`config.mk`:
```
export PLATFORM = sky130hd
export DESIGN_NAME = alu_share_arbiter
export DESIGN_NICKNAME = d
export VERILOG_FILES = /design/src/rtl/alu_share_arbiter.sv
export SDC_FILE = /design/constraint.sdc
export NUM_CORES = 1
export LEC_CHECK = 0
export BUFFER_PORTS_ARGS = -buffer_cell sky130_fd_sc_hd__buf_4
export CAP_MARGIN = 20
export CORE_AREA = 3 3 106 108
export CTS_BUF_LIST = sky130_fd_sc_hd__clkbuf_4
export CTS_CLUSTER_DIAMETER = 80
export DETAILED_ROUTE_END_ITERATION = 8
export DIE_AREA = 0 0 109 111
export PLACE_DENSITY = 0.84
export SLEW_MARGIN = 10
export SYNTH_ARGS = -nofsm -noshare
export SYNTH_HDL_FRONTEND = slang
export SYNTH_SLANG_ARGS = --single-unit
export TNS_END_PERCENT = 20
```
`constraint.sdc`:
```
create_clock -name clk -period 1.9 [get_ports clk]
set_input_delay 0.285 -clock clk [delete_from_list [all_inputs] [get_ports clk]]
set_output_delay 0.285 -clock clk [all_outputs]
set_load 0.05 [all_outputs]
```
`src/rtl/alu_share_arbiter.sv`:
```
// alu_share_arbiter: shares one combinational ALU between NUM_REQ requesters.
// Requesters hand over {srca, srcb, op} with valid/ready. One is granted,
// its operands are registered onto the alu_* outputs, and the ALU result
// comes back as a response tagged with the requester index.
// Ports: clk, reset (sync, active-high); req_valid/req_ready/req_srca/
// req_srcb/req_op (packed per requester); alu_srca/alu_srcb/alu_op (to ALU);
// alu_result (from ALU); rsp_valid/rsp_ready/rsp_data/rsp_id (response).
// Build option: define ALU_ARB_RR_EN for round-robin arbitration; without
// it the lowest asserted requester index wins (fixed priority).
module alu_share_arbiter #(
    parameter int DATA_WIDTH    = 32,
    parameter int OPCODE_LENGTH = 4,
    parameter int NUM_REQ       = 2,
    localparam int ID_W         = $clog2(NUM_REQ)
) (
    input  logic                             clk,
    input  logic                             reset,
    input  logic [NUM_REQ-1:0]               req_valid,
    output logic [NUM_REQ-1:0]               req_ready,
    input  logic [NUM_REQ*DATA_WIDTH-1:0]    req_srca,
    input  logic [NUM_REQ*DATA_WIDTH-1:0]    req_srcb,
    input  logic [NUM_REQ*OPCODE_LENGTH-1:0] req_op,
    output logic [DATA_WIDTH-1:0]            alu_srca,
    output logic [DATA_WIDTH-1:0]            alu_srcb,
    output logic [OPCODE_LENGTH-1:0]         alu_op,
    input  logic [DATA_WIDTH-1:0]            alu_result,
    output logic                             rsp_valid,
    input  logic                             rsp_ready,
    output logic [DATA_WIDTH-1:0]            rsp_data,
    output logic [ID_W-1:0]                  rsp_id
);

    typedef enum logic [1:0] {
        IDLE = 2'd0,
        EXEC = 2'd1,
        RESP = 2'd2
    } state_t;

    state_t state, state_nx;

    logic                     any;
    logic [ID_W-1:0]          gnt;
    logic [DATA_WIDTH-1:0]    sel_a;
    logic [DATA_WIDTH-1:0]    sel_b;
    logic [OPCODE_LENGTH-1:0] sel_op;
    logic                     accept;
    logic                     capture;

`ifdef ALU_ARB_RR_EN
    logic [ID_W-1:0] rr_ptr;

    // Search starts at rr_ptr and wraps; idx is one bit wider so the
    // wrap can be done with a single conditional subtract.
    always_comb begin
        logic [ID_W:0] idx;
        idx = '0;
        any = 1'b0;
        gnt = '0;
        for (int k = 0; k < NUM_REQ; k++) begin
            idx = {1'b0, rr_ptr} + (ID_W+1)'(k);
            if (idx >= (ID_W+1)'(NUM_REQ))
                idx = idx - (ID_W+1)'(NUM_REQ);
            if (!any && req_valid[idx[ID_W-1:0]]) begin
                any = 1'b1;
                gnt = idx[ID_W-1:0];
            end
        end
    end

    always_ff @(posedge clk) begin
        if (reset)
            rr_ptr <= '0;
        else if (accept)
            rr_ptr <= (gnt == ID_W'(NUM_REQ-1)) ? '0 : gnt + ID_W'(1);
    end
`else
    // Descending scan so the lowest asserted index is the last writer.
    always_comb begin
        any = 1'b0;
        gnt = '0;
        for (int i = NUM_REQ-1; i >= 0; i--) begin
            if (req_valid[i]) begin
                any = 1'b1;
                gnt = ID_W'(i);
            end
        end
    end
`endif

    // Operand mux with constant slices only.
    always_comb begin
        sel_a  = '0;
        sel_b  = '0;
        sel_op = '0;
        for (int j = 0; j < NUM_REQ; j++) begin
            if (gnt == ID_W'(j)) begin
                sel_a  = req_srca[j*DATA_WIDTH +: DATA_WIDTH];
                sel_b  = req_srcb[j*DATA_WIDTH +: DATA_WIDTH];
                sel_op = req_op[j*OPCODE_LENGTH +: OPCODE_LENGTH];
            end
        end
    end

    always_ff @(posedge clk) begin
        if (reset)
            state <= IDLE;
        else
            state <= state_nx;
    end

    always_comb begin
        state_nx  = state;
        accept    = 1'b0;
        capture   = 1'b0;
        req_ready = '0;
        unique case (state)
            IDLE: begin
                if (any) begin
                    accept         = 1'b1;
                    req_ready[gnt] = 1'b1;
                    state_nx       = EXEC;
                end
            end
            EXEC: begin
                capture  = 1'b1;
                state_nx = RESP;
            end
            RESP: begin
                if (rsp_ready)
                    state_nx = IDLE;
            end
            default: state_nx = IDLE;
        endcase
    end

    // Response valid is exactly "in RESP", a registered state decode.
    assign rsp_valid = (state == RESP);

    always_ff @(posedge clk) begin
        if (reset) begin
            alu_srca <= '0;
            alu_srcb <= '0;
            alu_op   <= '0;
            rsp_id   <= '0;
            rsp_data <= '0;
        end else begin
            if (accept) begin
                alu_srca <= sel_a;
                alu_srcb <= sel_b;
                alu_op   <= sel_op;
                rsp_id   <= gnt;
            end
            if (capture)
                rsp_data <= alu_result;
        end
    end

endmodule

```
=== Word level (Yosys, flattened, before mapping) ===
Index checks and enable logic that the tools add are counted.

* Register bits after elaboration: 103
* Input port bits: 173
* Output and inout port bits: 104
* Logic and storage cells: 31

* Magnitude comparators: 2
* Equal/unequal tests: 4
* Mux-type cells: 16
* Reductions and logical operators: 3

{| class="wikitable"
|+ Operators with widths
! operator !! count
|-
| two-way mux 32 bit || 2
|-
| two-way mux 2 bit || 4
|-
| two-way mux 1 bit || 7
|-
| one-hot mux 2 bit (3 select lines) || 1
|-
| two-way mux 4 bit || 1
|-
| == test 2 x 1 -> 1 bit (second input constant) || 1
|-
| == test 2 bit (second input constant) || 1
|-
| logical NOT 2 bit || 1
|-
| less-than comparator 1 x 2 -> 1 bit (second input constant) || 1
|-
| != test 2 x 1 -> 1 bit (second input constant) || 1
|-
| != test 2 bit (second input constant) || 1
|-
| AND reduction 2 bit || 1
|-
| demux 1 bit (select 1 bit) || 1
|-
| greater-or-equal comparator 1 bit (second input constant) || 1
|-
| logical AND 1 bit || 1
|}

=== Logic depth before layout (Yosys ltp) ===
* Word-level depth: 8
* Depth in mapped cells: 7
* Gate-level depth less buffers: 3

=== Worst setup path before layout ===
No wires, ideal clock.

* Path type: input port to output port
* Start: input port req_valid[0]
* End: output port req_ready[1]
* Arrival time: 1.788 ns
* Required time: 1.615 ns
* Path slack: -0.173 ns
* Stages on the path: 4
* Path buffers: 2
* Path through: nand2b_1 > buf_2 > clkbuf_1 > nor3_1

* Cells in the longest elaborated chain, start to end: 7
* Elaborated cells between the ends (all ways): 9
* Those cells by class: order compare (2); mux (6); reduce/logical (1)

{| class="wikitable"
|+ Ends and longest elaborated chain
! element !! line !! source
|-
| from (decl) || 18 || <nowiki>input logic [NUM_REQ-1:0] req_valid,</nowiki>
|-
| two-way mux 1 bit || 82 || <nowiki>if (req_valid[i]) begin</nowiki>
|-
| less-than comparator 1 x 2 -> 1 bit (implied by the code) / greater-or-equal comparator 1 bit (equally long branches) || 120 || <nowiki>req_ready[gnt] = 1'b1;</nowiki>
|-
| logical AND 1 bit (implied by the code) || 120 ||
|-
| two-way mux 1 bit (implied by the code) || 120 ||
|-
| demux 1 bit (select 1 bit) || 120 ||
|-
| two-way mux 2 bit (*) || 118 || <nowiki>if (any) begin</nowiki>
|-
| two-way mux 2 bit (*) || 116 || <nowiki>unique case (state)</nowiki>
|-
| to (decl) || 19 || <nowiki>output logic [NUM_REQ-1:0] req_ready,</nowiki>
|}

Every way passes the cells marked *; elsewhere a longest branch is shown, timed or not.

=== Final worst setup path ===
* Start: register state[0]
* End: output port req_ready[0]

* Cells in the longest elaborated chain, start to end: 2

{| class="wikitable"
|+ Ends and longest elaborated chain
! element !! line !! source
|-
| from (decl) || 39 || <nowiki>state_t state, state_nx;</nowiki>
|-
| from (signal assigned) || 108 || <nowiki>state <= state_nx;</nowiki>
|-
| logical NOT 2 bit || 116 ||
|-
| two-way mux 2 bit || 116 ||
|}

No other way between the ends.

==> out/summary.txt <==
CTS max path bufs -> 2
GRT Overall Usage -> 0.233
Slew Limit Fails -> 0
CTS clk-pin slew, worst paths -> 0.14 ns
total gr overflow -> 0
Final Cycle Share -> 0.919
DP Cell Count -> 912
Startpoint Class -> flop
post-DR vias/cell -> 5.27
hold bufs inserted after CTS -> 0
top post-synthesis cells by area -> dfxtp_1 (48%), nand2_1 (17%), a311oi_1 (12%)
share of cells above drive strength 1 -> 0.414
Initial Utilization -> 0.418
Fill cells -> 847
Die Y -> 111 um
CTS Buf Count -> 9
P_leak -> 0.00309 uW
top cell type's share of synthesized area -> 0.478
drt pass-1 iters -> 6
Routed WL -> 15.1 mm
synth unique cells -> 16
commonest non-fill, non-tap cell in the layout -> buf_4
Starting DRT DRC Count -> 369
net count after synthesis -> 717
ANT nets after route -> 0
min cycle time layout -> 1.75 ns
H-tree depth -> 3
vias in the first global route -> 4653
wire length per cell -> 16.2 um
GR Util met3 -> 0.0623
std cell rows -> 37
Slew Limit Headroom -> 0.648
Hold Path Class -> in -> reg
Slowest cell on crit path -> dfxtp_2
post-detail-place hpwl -> 11.0 mm
final hold vios -> 0
clk sink count -> 103
drc violations -> 0
core footprint -> 10300 um^2
register area share after synthesis -> 0.478
final setup violating endpoints -> 0
Max Cap Viol -> 0
Synth Register Bits -> 103
peak supply drop -> 0.447 mV
Post-Syn Area -> 4310 um^2
area grow syn2layout -> 56.9%
Synth warnings -> 0
RSZ-0062 raised after global routing -> false
critical path class -> reg -> out
total negative slack -> 0 ns
f_max -> 0.573 GHz
Synth area leader -> dfxtp_1
GPL Wtd Cong -> 0.842
CTS tree -> built
met1 GRT Util -> 0.263
initial antenna violation count -> 0
crit path DAT -> 1.46 ns
Worst Path Required -> 1.62 ns
fin nets -> 966
DR vias -> 4931
synthesized instance count -> 544
worst-margin pin slew -> 0.527 ns
die width -> 109 um
IO Count -> 277
Max Fanout on Critical Path -> 10
CP endpoint kind -> primary output
Largest stage delay, worst path -> 0.38 ns
largest net degree at the start of global routing -> 69
port bufs -> 276
Layout Skew -> 0.0177 ns
run status -> complete, no violations
Pwr Density -> 893 nW/um^2
CP Buf/Inv Count -> 2
first-pass GRT wire length -> 22.7 mm
cells along the critical path -> nor2_4 > buf_12 > and2_1 > buf_6
Mean Syn Cell Area -> 7.93 um^2
die area -> 12100 um^2
met2 usage -> 0.414
Post-Layout Cell Count -> 935
Clock Latency Late Sink -> 0.44 ns
cell family with most CP delay -> flip-flops
clock root buffer master -> clkbuf_4
layer with the highest usage -> met2
most frequent cells in the layout -> buf_4 (286), nand2_1 (200), a21oi_1 (102)
-- cell families (layout without fill, tap and decap cells) --
logic type,after synthesis,after routing,synth area share
other,0,1,0
buffers and inverters,58,312,0.0606
AO/OA/AOI/OAI,170,170,0.270
AND/OR/NAND/NOR,213,213,0.192
flip-flops,103,103,0.478
-- sequential cells by signal, indices dropped and copies added (netlist names) --
signal    count
rsp_id        1
state         2
alu_op        4
alu_srca     32
rsp_data     32
alu_srcb     32
-- synth_stat cells --
cell and number:
a21oi_1 102, nor2_1 1, nor3_1 2, buf_1 2, a311oi_1 59, buf_2 11, or2_1 1, buf_6 3
nand2b_1 3, a311oi_2 9, clkbuf_1 40, nand2_1 200, nor2b_1 4, dfxtp_1 103, and2_1 2, buf_4 2
-- metrics by stage --
step	cell area, um^2	hold slack (ns)	total power, uW	utilization	setup WS (ns)
after CTS	6710	0.0571	6060	0.649	0.0130
final	6770	0.0887	6050	0.656	0.154
after detailed placement	6500	0.453	4780	0.630	0.163
after global routing	6770	0.0512	6350	0.655	0.0407
after global placement	6500	0.443	4740	0.630	0.214
after floorplan	4320	0.421	3950	-	0.239
-- cell type report --
type,instances,area (um^2),share of cell area
Clock buffer,12,90.1,0.0133
Clock inverter,4,70.1,0.0104
Sequential cell,103,2060,0.305
Antenna cell,1,2.50,0.000370
Timing Repair Buffer,296,2360,0.348
Tap cell,136,170,0.0251
Multi-Input combinational cell,383,2020,0.298
-- power breakdown --
part | switching [uW] | internal, uW | leakage, uW
Clock | 663 | 576 | 0.0000913
Sequential | 140 | 2390 | 0.000852
Combinational | 1430 | 845 | 0.00215
-- timing repair --
item                                    4_1_cts  5_1_grt
pin swaps                                     0        1
resized for setup                             3        3
setup buffers                                 0        4
hold endpoints to repair                      0        0
endpoints found under the setup margin        1        1
cloned                                        1        1
-- worst register-to-register path, cell delays in order, from the launching register on --
cell,delay (ns)
dfxtp_2,0.38
nor2_4,0.18
and2_2,0.52
buf_12,0.25
a311oi_2,0.12
-- path summary, 6_finish.rpt --
check | startpoint | end | slack (ns) | cells past startpoint
setup / recovery | state[0] | req_ready[0] | 0.15 | 4
setup reg to reg | state[0] | alu_srca[2] | 0.36 | 4
hold / removal | alu_result[12] | rsp_data[12] | 0.09 | 3
hold reg to reg | rsp_data[24] | rsp_data[24] | 0.47 | 2
-- per-layer routing --
| layer | up-vias | wire (um) |
|---|---|---|
| met1 | 2279 | 5670 |
| li1 | 2401 | - |
| met2 | 226 | 7740 |
| met3 | 25 | 1400 |
| met5 | - | 0 |
| met4 | 0 | 318 |
Note: power is estimated with default switching activity, not from simulation.
